==> src/rtl/regfile_wb_sched.sv <==
// rtl/regfile_wb_sched.sv - writeback scheduler for a single-write-port register file
//
// Arbitrates between the execute-stage writer (EX) and the load/store-unit writer
// (LSU), registers the winning write onto the register file port, tracks
// outstanding loads in a pending scoreboard and flags decode read hazards.
//
// Optional feature macro: REGFILE_WB_RR_EN
//   defined   : round-robin between EX and LSU when both are eligible
//   undefined : fixed LSU priority (EX may starve while lsu_valid is held)
//
// Ports:
//   clk, rst                    clock, synchronous active-high reset
//   ex_valid/ex_ready           EX write handshake, ex_rd/ex_data payload
//   lsu_issue, lsu_issue_rd     load issued, marks destination pending
//   lsu_valid/lsu_ready         LSU write handshake, lsu_rd/lsu_data payload
//   rs1_addr, rs2_addr          decode source registers
//   rs_hazard                   decode must stall
//   rf_rd_addr, rf_rd_data      registered register file write port (addr 0 = idle)
module regfile_wb_sched #(
    parameter int EMBEDDED = 1,
    localparam int RA_W = (EMBEDDED != 0) ? 4 : 5,
    localparam int NREG = 1 << RA_W
) (
    input  logic            clk,
    input  logic            rst,
    input  logic            ex_valid,
    output logic            ex_ready,
    input  logic [RA_W-1:0] ex_rd,
    input  logic [31:0]     ex_data,
    input  logic            lsu_issue,
    input  logic [RA_W-1:0] lsu_issue_rd,
    input  logic            lsu_valid,
    output logic            lsu_ready,
    input  logic [RA_W-1:0] lsu_rd,
    input  logic [31:0]     lsu_data,
    input  logic [RA_W-1:0] rs1_addr,
    input  logic [RA_W-1:0] rs2_addr,
    output logic            rs_hazard,
    output logic [RA_W-1:0] rf_rd_addr,
    output logic [31:0]     rf_rd_data
);

    logic [NREG-1:0] pending;
    logic [NREG-1:0] pending_nxt;
    logic            grant_ex;
    logic            grant_lsu;
    logic            haz1;
    logic            haz2;

`ifdef REGFILE_WB_RR_EN
    // rr_last: 0 = EX accepted last, 1 = LSU accepted last
    logic rr_last;
    logic ex_elig;

    always_comb begin
        // EX blocked by a pending load to its rd is not eligible, so it never
        // steals a turn it cannot use.
        ex_elig   = ex_valid & ~pending[ex_rd];
        grant_ex  = 1'b0;
        grant_lsu = 1'b0;
        if (ex_elig && lsu_valid) begin
            grant_ex  = rr_last;
            grant_lsu = ~rr_last;
        end else begin
            grant_ex  = ex_elig;
            grant_lsu = lsu_valid;
        end
    end
`else
    always_comb begin
        grant_lsu = 1'b1;
        grant_ex  = ~lsu_valid;
    end
`endif

    // Holding EX while its rd is pending prevents an older load from
    // overwriting a younger EX result (WAW).
    assign lsu_ready = lsu_valid & grant_lsu;
    assign ex_ready  = ex_valid & grant_ex & ~pending[ex_rd];

    // The write currently on the port is still in flight for one edge, so it
    // counts as a hazard alongside the pending loads.
    assign haz1      = (rs1_addr != '0) && (pending[rs1_addr] || (rs1_addr == rf_rd_addr));
    assign haz2      = (rs2_addr != '0) && (pending[rs2_addr] || (rs2_addr == rf_rd_addr));
    assign rs_hazard = haz1 | haz2;

    always_comb begin
        pending_nxt = pending;
        if (lsu_ready) begin
            pending_nxt[lsu_rd] = 1'b0;
        end
        // Set is applied after clear so an issue to the same register wins.
        if (lsu_issue) begin
            pending_nxt[lsu_issue_rd] = 1'b1;
        end
        pending_nxt[0] = 1'b0;
    end

    always_ff @(posedge clk) begin
        if (rst) begin
            rf_rd_addr <= '0;
            rf_rd_data <= '0;
            pending    <= '0;
`ifdef REGFILE_WB_RR_EN
            rr_last    <= 1'b0;
`endif
        end else begin
            pending <= pending_nxt;
            if (lsu_ready) begin
                rf_rd_addr <= lsu_rd;
                rf_rd_data <= lsu_data;
            end else if (ex_ready) begin
                rf_rd_addr <= ex_rd;
                rf_rd_data <= ex_data;
            end else begin
                rf_rd_addr <= '0;
            end
`ifdef REGFILE_WB_RR_EN
            if (lsu_ready) begin
                rr_last <= 1'b1;
            end else if (ex_ready) begin
                rr_last <= 1'b0;
            end
`endif
        end
    end

endmodule

==> config.mk <==
export PLATFORM = sky130hd
export DESIGN_NAME = regfile_wb_sched
export DESIGN_NICKNAME = d
export VERILOG_FILES = /design/src/rtl/regfile_wb_sched.sv
export SDC_FILE = /design/constraint.sdc
export NUM_CORES = 1
export LEC_CHECK = 0
export BUFFER_PORTS_ARGS = -buffer_cell sky130_fd_sc_hd__buf_2
export CAP_MARGIN = 20
export CORE_MARGIN = 2
export CORE_UTILIZATION = 51
export CTS_BUF_LIST = sky130_fd_sc_hd__clkbuf_4 sky130_fd_sc_hd__clkbuf_8
export DETAILED_ROUTE_END_ITERATION = 8
export GPL_TIMING_DRIVEN = 0
export PLACE_DENSITY = 0.93
export REMOVE_ABC_BUFFERS = 1
export SYNTH_ARGS = -nofsm -noshare
export SYNTH_HDL_FRONTEND = slang
export SYNTH_SLANG_ARGS = --single-unit
==> constraint.sdc <==
create_clock -name clk -period 2.6 [get_ports clk]
set_input_delay 0.39 -clock clk [delete_from_list [all_inputs] [get_ports clk]]
set_output_delay 0.39 -clock clk [all_outputs]
set_load 0.01 [all_outputs]
# [Word level (Yosys, flattened, before mapping)]
# Index checks and enable logic that the tools add are counted.
[word_totals] word_cells=46 out_inout_bits=39 ff_bits=52
[op_classes] n_eq_ne=2 order_cmp=7 n_bitwise=8 mux=16 reduce_logical=9
[ops] cell="$mux W32" n=2
[ops] cell="$mux W16" n=2
[ops] cell="$lt A4 B5 Y1 const B" n=5
[ops] cell="$and A16 B16 Y16" n=1
[ops] cell="$not A16 Y16" n=1
[ops] cell="$or A16 B16 Y16" n=1
[ops] cell="$bmux W1 S4" n=3
[ops] cell="$demux W1 S4" n=2
[ops] cell="$eq A4 B4 Y1" n=2
[ops] cell="$ge A4 B1 Y1 const B" n=2
[ops] cell="$mux W4" n=2
[ops] cell="$reduce_bool A4 Y1" n=2
[ops] cell="$mux W1" n=5
[ops] cell="$logic_and A1 B1 Y1" n=4
[ops] cell="$and A1 B1 Y1" n=2
[ops] cell="$logic_or A1 B1 Y1" n=2
[ops] cell="$not A1 Y1" n=2
[ops] cell="$reduce_bool A2 Y1" n=1
[ops] cell="$or A1 B1 Y1" n=1

# [Longest topological paths before layout]
[logic_depth] word_depth=9 ltp_mapped=7

# [Worst setup path before layout]
# Ideal clock, no wire load.
[synth_path] path_kind="input -> register" startpoint="in ex_rd[1]" endpoint="reg rf_rd_data[0]" t_arrival_ps=1860 setup_slack_ps=618 setup_time_ps=121 cell_stages=7 cell_sequence="buf_6 mux2i_1 a221oi_1 a31oi_2 a21oi_4 buf_6 mux2_4"
[synth_between] elab_chain_len=5
[synth_rtl] item="from (decl)" line_no="28" source="input logic [RA_W-1:0] ex_rd,"
[synth_rtl] item="$bmux W1 S4" line_no="79" source="assign ex_ready = ex_valid & grant_ex & ~pending[ex_rd];"
[synth_rtl] item="$mux W1 (not written as such)" line_no="79"
[synth_rtl] item="$not A1 Y1" line_no="79"
[synth_rtl] item="$and A1 B1 Y1" line_no="79"
[synth_rtl] item="$reduce_bool A2 Y1 (no source line)"
[synth_rtl] item="to (signal assigned)" line_no="111" source="rf_rd_data <= lsu_data;"
[synth_rtl] item="to (signal assigned)" line_no="114" source="rf_rd_data <= ex_data;"
[synth_rtl] item="to (decl)" line_no="40" source="output logic [31:0] rf_rd_data"
# Every way passes these cells. The select of a mux whose other input is x is not followed.
# A chain may end at the register's enable or synchronous reset.

# [Final worst setup path]
[layout_path] startpoint="reg pending[9]" endpoint="reg rf_rd_data[20]"
[layout_between] elab_chain_len=5
[layout_rtl] item="from (decl)" line_no="43" source="logic [NREG-1:0] pending;"
[layout_rtl] item="from (signal assigned)" line_no="108" source="pending <= pending_nxt;"
[layout_rtl] item="$bmux W1 S4" line_no="79"
[layout_rtl] item="$mux W1 (not written as such)" line_no="79"
[layout_rtl] item="$not A1 Y1" line_no="79"
[layout_rtl] item="$and A1 B1 Y1" line_no="79"
[layout_rtl] item="$reduce_bool A2 Y1 (no source line)"
# Every way passes these cells. The select of a mux whose other input is x is not followed.

==> reports/results.ini <==
[finish]
syn_to_final_growth_pct = 21.2
fillCellCount = 517
fin_cells = 520
final_common_cell = buf_2
diodes = 0
drive_gt1_frac = 0.411
nNetsFinal = 533
mostFrequentLayoutCells = 127 x buf_2, 51 x dfxtp_1, 40 x mux2i_1, 38 x nor2_1

[flow_run]
max_cap_viol_count = 0

[synthesis]
yosysWarnings = 0
syn_avg_cell_area_um2 = 9.73
synth_top_family_by_area = multiplexers
synth_xor_area_frac = 0.0217
ys_ff_latch = 51
synth_top_area_frac = 0.316
synth-adder-area-share = 0
synth.distinct_cells = 38
synth_cells = 332
synth_compound_area_frac = 0.0856
synth.largest_area_cell = dfxtp_1
muxShareOfSynthArea = 0.326
netlist_area_um2 = 3230
synth_simple_gate_area_share = 0.198
seq_area_frac_synth = 0.316
synth.area.top_cells = dfxtp_1 32%, mux2_4 14%, mux2i_1 12%

[min_path]
hold_class = input pin to register

[route]
wl_per_cell_um = 14.7
vias_per_cell = 5.32
drt_first_iter_violations = 108
via_count = 2768
ant_nets = 0
dr.pass1.iters = 4
drcViolationCount = 0
totalWireLength_mm = 7.67

[sta]
final-hold-violation-count = 0
setup_viol_count_final = 0
max_clock_freq_mhz = 427
worst-slew-pin-transition_ns = 1.14
finClkSkew_ns = 0.00387
rsz0062_at_grt = no
drv_slew = 0
relSlewSlack = 0.238
fin_crit_sh = 0.900
fin_crit_ns = 2.34

[placement]
placed_cells = 513
gp_congestion = 0.930
hpwl_mm = 5.74
io_buffers = 127

[power_and_ir_drop]
power_density_nw_per_um2 = 443
power_mw = 1.74
leakagePower_nw = 1.97
peakVddDrop_v = 0.000260

[clocking]
clk_transition_reported_paths_ns = 0.08
tritoncts = done
hold_buffers = 0
clk_path_buf_depth = 2
cts_resized = 0
post_cts_buffers = 0
cts_buffers = 5
h-tree-depth = 2
cts_sinks = 51
insertion_delay_ns = 0.29
root_buffer = clkbuf_8

[global_routing]
antenna_found_initial = 0
grt-ovfl-total = 0
grt_pass1_vias = 2762
grt_max_degree = 84
track_usage = 0.212
grt_pass1_wl_mm = 12.3

[run_status]
status = finished clean

[die]
core_area_um2 = 6240
die_w_um = 83.6
pin_count = 128
initial_core_util = 0.518
die-area_um2 = 6990
row_count = 29
die_y_um = 83.6

[setup_path]
arrival_ns = 2.52
critical_path.endpoint_type = register
critPathRequiredTime_ns = 2.78
critPathLaunchType = register
crit_path_max_fanout = 22
crit_type = register to register
r2r_slack_ns = 0.26

-- cell families (layout without fill, tap and decap cells) --
family	count (synthesis)	after routing
XOR/XNOR	8	8
AND/OR/NAND/NOR	119	119
AO/OA/AOI/OAI	47	47
buffers and inverters	26	137
flip-flops	51	51
multiplexers	81	81
-- metrics by stage --
step                      setup WS, ns  hold WS (ns)  setup TNS, ns  utilization  cell area (µm²)
after floorplan                  0.138         0.459              0            -             3070
after global placement          -0.319         0.494          -8.03        0.609             3800
after CTS                        0.256         0.389              0        0.624             3900
after global routing            0.0898         0.394              0        0.628             3920
after detailed placement        0.0139         0.500              0        0.612             3820
final                            0.261         0.400              0        0.628             3920
-- routing by layer --
metal  GRT usage  share of wire  up-vias
met5           0              0        -
li1            -              -     1370
met1       0.250           0.41     1247
met4      0.0587         0.0074        0
met3      0.0495          0.075        6
met2       0.383           0.51      145
-- cell type report --
class / count / area (µm²) / area share
inverters: 2 / 7.51 / 0.00192
flip-flops and latches: 51 / 1020 / 0.261
clock buffers: 6 / 76.3 / 0.0195
repair buffers: 129 / 676 / 0.172
multi-input cells: 255 / 2040 / 0.521
well taps: 77 / 96.3 / 0.0246
-- worst max-delay path: stages (launching register included) --
cell      delay [ns]
dfxtp_1         0.38
mux2i_1         0.10
a221oi_1        0.36
a31oi_2         0.23
a21oi_4         0.52
buf_12          0.28
mux2_2          0.35
-- final timing paths --
check / cells past startpoint / from / endpoint
worst max-delay path: 6 / pending[9] / rf_rd_data[20]
worst min-delay path: 3 / lsu_issue_rd[3] / pending[14]
worst max register to register: 6 / pending[9] / rf_rd_data[20]
worst min register to register: 2 / pending[10] / pending[10]
-- cell usage after synthesis, drive strengths merged --
cell / instances
nand2b: 4
nand3b: 3
o41ai: 1
and3b: 1
xor2: 5
o21ai: 15
dlygate4sd3: 3
nand3: 6
mux2i: 40
a31oi: 2
a21oi: 25
nor2b: 5
a221oi: 1
nor2: 38
mux4: 7
inv: 2
nand4b: 3
nor4: 2
or2: 3
o2111ai: 1
and2b: 30
buf: 11
dfxtp: 51
o211ai: 2
mux2: 34
nor3: 1
and3: 1
xnor2: 3
clkbuf: 10
nor3b: 1
nand2: 21
-- report_power, final --
group | internal, mW | switching [mW] | total [mW] | leakage, nW
logic | 0.237 | 0.210 | 0.448 | 1.51
clock network | 0.191 | 0.235 | 0.425 | 0.0406
registers | 0.832 | 0.0308 | 0.863 | 0.420
-- flip-flops by register name (all words and copies together) (netlist names) --
signal / cells
pending: 15
rf_rd_addr: 4
rf_rd_data: 32
(Power assumes the default switching activity.)
